File: src/rtl/uart_pkg.sv
// rtl/uart_pkg.sv - shared UART types and line levels
// Used by the transmitter now and by the receiver in its next revision.
package uart_pkg;

  typedef enum logic [1:0] {
    IDLE  = 2'd0,
    START = 2'd1,
    DATA  = 2'd2,
    STOP  = 2'd3
  } uart_state_e;

  localparam logic UART_IDLE_LVL  = 1'b1;
  localparam logic UART_START_LVL = 1'b0;
  localparam logic UART_STOP_LVL  = 1'b1;

  // Counter width helper: never returns less than one bit.
  function automatic int uart_cnt_width(input int max_count);
    return (max_count > 1) ? $clog2(max_count) : 1;
  endfunction

endpackage

File: src/rtl/uart_tx_if.sv
// rtl/uart_tx_if.sv - parallel request side and serial line of the UART transmitter
// master = command logic driving requests, slave = the transmitter.
interface uart_tx_if #(
  parameter int DATA_BITS = 8
);

  logic [DATA_BITS-1:0] data_in;
  logic                 send;
  logic                 tx;
  logic                 busy;
  logic                 done;

  modport master (
    output data_in,
    output send,
    input  tx,
    input  busy,
    input  done
  );

  modport slave (
    input  data_in,
    input  send,
    output tx,
    output busy,
    output done
  );

endinterface

File: src/rtl/uart_baud_cnt.sv
// rtl/uart_baud_cnt.sv - bit-period counter, ticks on the last clock of each bit
// With CLKS_PER_BIT=1 the count is constant zero and every cycle ticks.
module uart_baud_cnt
  import uart_pkg::*;
#(
  parameter int CLKS_PER_BIT = 1
) (
  input  logic clk,
  input  logic rst,
  input  logic i_clear,
  output logic o_bit_tick
);

  localparam int            CW   = uart_cnt_width(CLKS_PER_BIT);
  localparam logic [CW-1:0] LAST = CW'(CLKS_PER_BIT - 1);

  logic [CW-1:0] r_cnt;

  always_ff @(posedge clk) begin
    if (rst || i_clear) begin
      r_cnt <= '0;
    end else if (r_cnt == LAST) begin
      r_cnt <= '0;
    end else begin
      r_cnt <= r_cnt + CW'(1);
    end
  end

  assign o_bit_tick = (r_cnt == LAST);

endmodule

File: src/rtl/uart_tx.sv
// rtl/uart_tx.sv - UART transmitter: start bit, MSB-first data, stop bit(s)
// Every output is a register; tx is loaded with the level of the state being entered.
module uart_tx
  import uart_pkg::*;
#(
  parameter int DATA_BITS    = 8,
  parameter int CLKS_PER_BIT = 1,
  parameter int STOP_BITS    = 1
) (
  input  logic       clk,
  input  logic       rst,
  uart_tx_if.slave   bus
);

  localparam int             BCW       = uart_cnt_width(DATA_BITS + 1);
  localparam logic [BCW-1:0] LAST_DATA = BCW'(DATA_BITS - 1);
  localparam logic [BCW-1:0] LAST_STOP = BCW'(STOP_BITS - 1);

  uart_state_e          r_state;
  logic [DATA_BITS-1:0] r_shift;
  logic [BCW-1:0]       r_bit_cnt;
  logic                 r_tx;
  logic                 r_busy;
  logic                 r_done;

  logic                 w_bit_tick;
  logic                 w_baud_clear;
  logic [DATA_BITS-1:0] w_shift_next;

  // The baud counter idles at zero so each frame starts on a fresh bit period.
  assign w_baud_clear = (r_state == IDLE);
  assign w_shift_next = r_shift << 1;

  uart_baud_cnt #(
    .CLKS_PER_BIT (CLKS_PER_BIT)
  ) u_baud_cnt (
    .clk        (clk),
    .rst        (rst),
    .i_clear    (w_baud_clear),
    .o_bit_tick (w_bit_tick)
  );

  always_ff @(posedge clk) begin
    if (rst) begin
      r_state   <= IDLE;
      r_shift   <= '0;
      r_bit_cnt <= '0;
      r_tx      <= UART_IDLE_LVL;
      r_busy    <= 1'b0;
      r_done    <= 1'b0;
    end else begin
      r_done <= 1'b0;
      case (r_state)
        IDLE: begin
          r_tx   <= UART_IDLE_LVL;
          r_busy <= 1'b0;
          if (bus.send) begin
            r_shift   <= bus.data_in;
            r_bit_cnt <= '0;
            r_tx      <= UART_START_LVL;
            r_busy    <= 1'b1;
            r_state   <= START;
          end
        end
        START: begin
          if (w_bit_tick) begin
            r_bit_cnt <= '0;
            r_tx      <= r_shift[DATA_BITS-1];
            r_state   <= DATA;
          end
        end
        DATA: begin
          if (w_bit_tick) begin
            r_shift <= w_shift_next;
            if (r_bit_cnt == LAST_DATA) begin
              r_bit_cnt <= '0;
              r_tx      <= UART_STOP_LVL;
              r_state   <= STOP;
            end else begin
              r_bit_cnt <= r_bit_cnt + BCW'(1);
              r_tx      <= w_shift_next[DATA_BITS-1];
            end
          end
        end
        STOP: begin
          if (w_bit_tick) begin
            if (r_bit_cnt == LAST_STOP) begin
              r_bit_cnt <= '0;
              r_tx      <= UART_IDLE_LVL;
              r_busy    <= 1'b0;
              r_done    <= 1'b1;
              r_state   <= IDLE;
            end else begin
              r_bit_cnt <= r_bit_cnt + BCW'(1);
            end
          end
        end
        default: begin
          r_tx    <= UART_IDLE_LVL;
          r_busy  <= 1'b0;
          r_state <= IDLE;
        end
      endcase
    end
  end

  assign bus.tx   = r_tx;
  assign bus.busy = r_busy;
  assign bus.done = r_done;

endmodule

File: src/flat_wrapper.sv
// flat-port wrapper written by rule: the top's interface ports become plain ports
module uart_tx_flat import uart_pkg::*;
#(
  parameter int DATA_BITS    = 8,
  parameter int CLKS_PER_BIT = 1,
  parameter int STOP_BITS    = 1
)
  (clk, rst, bus_data_in, bus_send, bus_tx, bus_busy, bus_done);
  uart_tx_if #(.DATA_BITS(DATA_BITS)) bus_i ();
  input  logic clk;
  input  logic rst;
  input wire logic [$bits(bus_i.data_in)-1:0] bus_data_in;
  input wire logic [$bits(bus_i.send)-1:0] bus_send;
  output wire logic [$bits(bus_i.tx)-1:0] bus_tx;
  output wire logic [$bits(bus_i.busy)-1:0] bus_busy;
  output wire logic [$bits(bus_i.done)-1:0] bus_done;
  assign bus_i.data_in = bus_data_in;
  assign bus_i.send = bus_send;
  assign bus_tx = bus_i.tx;
  assign bus_busy = bus_i.busy;
  assign bus_done = bus_i.done;
  uart_tx #(.DATA_BITS(DATA_BITS), .CLKS_PER_BIT(CLKS_PER_BIT), .STOP_BITS(STOP_BITS)) u_core (.clk(clk), .rst(rst), .bus(bus_i));
endmodule
File: config.mk
export PLATFORM = sky130hd
export DESIGN_NAME = uart_tx_flat
export DESIGN_NICKNAME = d
export VERILOG_FILES = /design/src/rtl/uart_pkg.sv /design/src/rtl/uart_tx_if.sv /design/src/rtl/uart_baud_cnt.sv /design/src/rtl/uart_tx.sv /design/src/flat_wrapper.sv
export SDC_FILE = /design/constraint.sdc
export NUM_CORES = 1
export LEC_CHECK = 0
export CAP_MARGIN = 10
export CELL_PAD_IN_SITES_DETAIL_PLACEMENT = 0
export CELL_PAD_IN_SITES_GLOBAL_PLACEMENT = 1
export CORE_ASPECT_RATIO = 0.7
export CORE_MARGIN = 4
export CORE_UTILIZATION = 36
export CTS_CLUSTER_DIAMETER = 120
export DETAILED_ROUTE_END_ITERATION = 6
export GPL_TIMING_DRIVEN = 0
export PLACE_DENSITY = 0.76
export RECOVER_POWER = 50
export REMOVE_ABC_BUFFERS = 1
export SYNTH_ARGS = -nofsm -noshare
export SYNTH_HDL_FRONTEND = slang
export SYNTH_SLANG_ARGS = --single-unit
File: constraint.sdc
create_clock -name clk -period 1.8 [get_ports clk]
set_input_delay 0.36 -clock clk [delete_from_list [all_inputs] [get_ports clk]]
set_output_delay 0.36 -clock clk [all_outputs]
set_load 0.01 [all_outputs]
After elaboration in Yosys (flattened, before gate mapping)
Index checks and enable logic that the tools add are counted.
{ "classes": {"bitwise": 2, "n_addsub": 2, "reduce_logical": 12, "mux": 29, "n_eq_ne": 10} }
{ "op_table": {"columns": ["op", "count"], "rows": [
  ["$mux 4", 6],
  ["$mux 8", 2],
  ["$pmux 4 s4", 1],
  ["$pmux 8 s2", 1],
  ["$mux 2", 6],
  ["$mux 1", 10],
  ["$ne 2x2->1 const B", 4],
  ["$pmux 2 s4", 1],
  ["$reduce_and 4->1", 2],
  ["$reduce_and 3->1", 2],
  ["$reduce_and 6->1", 1],
  ["$add 4x1->4 const B", 1],
  ["$eq 2x2->1 const B", 2],
  ["$eq 4x3->1 const B", 1],
  ["$logic_not 4->1", 1],
  ["$ne 2x1->1 const B", 2],
  ["$pmux 1 s4", 1],
  ["$reduce_bool 2->1", 2],
  ["$reduce_or 3->1", 1],
  ["$eq 2x1->1 const B", 1],
  ["$logic_not 2->1", 1],
  ["$not 1->1", 2],
  ["$pmux 1 s2", 1],
  ["$reduce_or 2->1", 1],
  ["2 further kinds", 2]
]} }
{ "totals": {"out_inout_bits": 3, "regBits": 18} }

Depth between registers and ports, before layout
{ "logic_depth": {"word_depth": 4, "ltp_mapped": 8, "mapped_depth_nobuf": 6} }

Hierarchy
From an unflattened synthesis, not the netlist that was laid out.
{ "unflattened": {"cells_unflattened": 106, "area_unflattened_um2": 1008.5} }
{ "modules_own_cells": {"columns": ["module", "cells_per_inst", "instances", "area_each_um2"], "rows": [
  ["uart_tx", 103, 1, 980.9],
  ["uart_baud_cnt", 3, 1, 27.5]
]} }

Least setup slack after synthesis
OpenSTA, ideal clock, no wires.
{ "synth_timing": {"kind": "register to register", "start": "reg u_core.r_state[0]", "end": "reg u_core.r_bit_cnt[2]", "required_ns": 1.678, "arrival_time_ns": 1.550, "slack_ns": 0.128, "stages_incl_launch_ff": 7, "period_less_slack_ns": 1.672, "path_cell_list": "dfxtp_1 -> inv_1 -> ha_1 -> buf_6 -> o31ai_1 -> nand2_1 -> a311o_1"} }
{ "synth_between": {"elab_chain_cells": 3, "word_cells_on_any_way": 10, "cone_classes": "eq/ne: 7; mux: 1; reduce/logical: 2"} }
{ "synth_rtl": {"columns": ["item", "line_no", "rtl"], "rows": [
  ["start, declared", "uart_tx.sv:19", "uart_state_e r_state;"],
  ["start signal, assigned", "uart_tx.sv:45", "r_state <= IDLE;"],
  ["start signal, assigned", "uart_tx.sv:62", "r_state <= START;"],
  ["start signal, assigned", "uart_tx.sv:69", "r_state <= DATA;"],
  ["$eq 2x2->1, or another cell as far along", "uart_tx.sv:53", "case (r_state)"],
  ["$ne 2x2->1 (no line)", null, null],
  ["$reduce_and 4->1 (no line)", null, null],
  ["end signal, assigned", "uart_tx.sv:80", "r_bit_cnt <= r_bit_cnt + BCW'(1);"],
  ["end signal, assigned", "uart_tx.sv:94", "r_bit_cnt <= r_bit_cnt + BCW'(1);"],
  ["end, declared", "uart_tx.sv:21", "logic [BCW-1:0] r_bit_cnt;"]
]} }
Several ways; a longest one is shown, not always the timed one.
A chain may end at the register's enable or synchronous reset.

Final worst setup path
{ "layout_timing": {"start": "reg u_core.r_state[1]", "end": "reg u_core.r_state[1]"} }
{ "layout_between": {"elab_chain_cells": 3, "word_cells_on_any_way": 12, "cone_classes": "eq/ne: 9; mux: 1; reduce/logical: 2"} }
{ "layout_rtl": {"columns": ["item", "line_no"], "rows": [
  ["$eq 2x2->1, or another cell as far along", "uart_tx.sv:53"],
  ["$ne 2x1->1 (no line) or $ne 2x2->1 (tied branches)", null],
  ["$reduce_and 6->1 (no line)", null]
]} }
Several ways; a longest one is shown, not always the timed one.

==> run summary <==
Fraction of layout cells with a size suffix above 1: 0.223
Largest net degree at the start of global routing: 19
Post-CTS Hold Fix Bufs: 0
Hold Startpoint: u_core.r_shift[0]
First-pass GRT wire length: 3.35 mm
Root buffer cell: clkbuf_8
Synth Area in XOR/XNOR: 0
Post-Route M1 WL: 1.05 mm
CTS tree: built
Clock sinks: 18
Mapped Area: 996 µm²
Synth Warn #: 0
Register-to-Register Path Depth: 5
Crit-path max cell delay: 0.39 ns
Max-slew headroom: 0.543
Worst Path Required: 1.92 ns
Core area: 2550 µm²
Worst R2R Start: u_core.r_state[1]
Synth Area in Simple Gates: 0.247
Starting density of the core: 0.390
Total number of vias: 851
Crit Path Class: reg -> reg
Worst hold slack: 0.475 ns
Worst-path fanout max: 9
Total Wirelength: 2.08 mm
Die Area: 3690 µm²
Met3 wire len: 97 µm
Slew Viols, Final: 0
First-pass DRT Iterations: 4
Critical path, cell by cell: ha_2 -> and4bb_2 -> o311ai_2 -> mux2i_1 -> nor2_1
Netlist cell types: 40
Stages on worst setup path: 5
DR iter-0 viols: 10
Critical path's slowest cell: dfxtp_2
Max-cap viol count: 0
Syn avg cell area: 9.05 µm²
Clock Skews: 0.00560 ns
Min Tclk post-route: 1.76 ns
Port bufs: 13
Placed Cells: 151
DIE HEIGHT: 52.0 µm
Tcrit/Tclk final: 0.979
Die X: 70.9 µm
#FFs+latches synth: 18
Row count: 15
PD cells: 1510 nW/µm²
Critical Path Source: u_core.r_state[1]
CP Launch Type: flip-flop
Cell count after synthesis: 110
CP arrival: 1.88 ns
Gr usage total: 0.115
HPWL after detailed placement: 1.45 mm
Post-synthesis compound-gate area fraction: 0.183
Final nets: 148
DRT antenna net count: 0
Drc violations: 0
Synth top area share: 0.362
Vias in the first global route: 760
Clk_lat worst skew: 0.26 ns
Final setup fails: 0
Post-synth top area cell: dfxtp_1
# diodes: 0
Worst hold stages: 2
Placer Congestion: 0.807
Outcome: finished, final reports clean
Slew at the pin closest to its max-slew limit: 0.684 ns
Crit-path leading delay family: flip-flops
Top-level I/O count: 14
Post-Layout Cell Count: 164
Final Instance Area: 1290 µm²
Cell Area, Placed: 1130 µm²
Fmax: 568 MHz
Post-synthesis sequential area ratio: 0.362
Number of synthesized flops with an enable pin: 0
Commonest non-fill, non-tap cell in the layout: dfxtp_1
Total CTS buffers: 3
Highest routed metal layer: met4
Synth Area in Adders: 0.0754
P_leak: 0.000502 µW
Deepest clock path buffer count: 2
Final Hold Vio Count: 0
CP Capture Type: flip-flop
Commonest cells after routing, fill and taps aside: dfxtp_1 (17), nor2_1 (16), clkdlybuf4s50_1 (10), buf_4 (8)
Initial antenna violation count: 0
Metal2 WL: 918 µm
Peak VDD IR: 0.000729 V
DR vias/cell: 5.19
CP bufs+invs: 0
HP Class: reg -> reg
Mux cell area share after synthesis: 0.0704
P&R area growth vs syn: 29.3%
Async SR Flop Fraction: 0
Fill cell total of the finished layout: 252
CTS clk-pin slew, worst paths: 0.07 ns
H-tree depth: 1
Main synth FF type: dfxtp_1
Largest family of logic cells by synthesized area: simple AND/OR/NAND/NOR gates
WL per Instance: 12.7 µm
Global route overflow: 0
Area contributors post-synth: dfxtp_1 (36%), ha_1 (7.5%), mux2i_1 (7.0%), nor2_1 (6.0%), a211oi_1 (4.5%)
sequential cells by signal, indices dropped and copies added (netlist names):
| register | flops |
|---|---|
| u_core.u_baud_cnt.r_cnt | 1 |
| u_core.bus.tx | 1 |
| u_core.r_shift | 8 |
| u_core.bus.done | 1 |
| u_core.r_state | 2 |
| u_core.r_bit_cnt | 4 |
| u_core.bus.busy | 1 |
worst min-delay path, delay by kind of cell (launching register included):
kind	cells	cell delay (ns)
flops	1	0.31
simple gates	1	0.06
compound gates	1	0.06
Yosys cell counts (2+ instances only):
| library cell | count |
|---|---|
| inv_1 | 5 |
| nand3_1 | 2 |
| nand2_1 | 8 |
| mux2i_1 | 7 |
| nand2b_1 | 4 |
| nor4b_1 | 2 |
| clkbuf_1 | 2 |
| a211oi_1 | 6 |
| buf_4 | 2 |
| a21oi_1 | 5 |
| ha_1 | 6 |
| nor2_1 | 16 |
| dfxtp_1 | 18 |
stage by stage:
step | utilization | power (µW) | TNS [ns] | setup slack [ns]
3_5_place_dp | 0.443 | 1420 | -5.17 | -0.450
4_1_cts | 0.478 | 1850 | -0.00846 | -0.00846
6_report | 0.504 | 1940 | 0 | 0.0385
2_1_floorplan | - | 1220 | -0.571 | -0.0947
3_3_place_gp | 0.443 | 1390 | -4.20 | -0.387
5_1_grt | 0.504 | 2110 | -0.0619 | -0.0485
metal layers:
layer,GRT usage,vias up
li1,-,436
met1,0.155,401
met2,0.174,12
met3,0.0483,2
met4,0.0188,0
met5,0,-
layout make-up:
cell class	count	area [µm²]	share of cell area
Clock buffer	4	55.1	0.0428
Sequential cell	18	362	0.281
Timing Repair Buffer	22	195	0.152
Tap cell	34	42.5	0.0330
Inverter	5	18.8	0.0146
Multi-Input combinational cell	81	614	0.477
power breakdown:
group	internal, µW	leakage [µW]	switching (µW)
clock	194	0.0000288	141
combinational	504	0.000324	520
sequential	513	0.000149	70.2
final timing paths:
check	end	slack, ns
worst max-delay path	u_core.r_state[1]	0.04
worst min-delay path	u_core.r_shift[0]	0.48
worst max register to register	u_core.r_state[1]	0.04
worst min register to register	u_core.r_shift[0]	0.48
logic make-up (layout without fill, tap and decap cells):
group / Yosys count / count (layout)
fa+ha+maj: 6 / 6
mux: 7 / 7
flops: 18 / 18
other cells: 1 / 1
buf+inv: 11 / 31
compound gates: 22 / 22
simple gates: 45 / 45
timing repair:
item | in CTS | in global routing
endpoints found under the setup margin | 15 | 12
setup buffers | 2 | 7
gates resized for setup | 4 | 5
pin swaps | 1 | 1
Power figures use the tool's default switching activity.
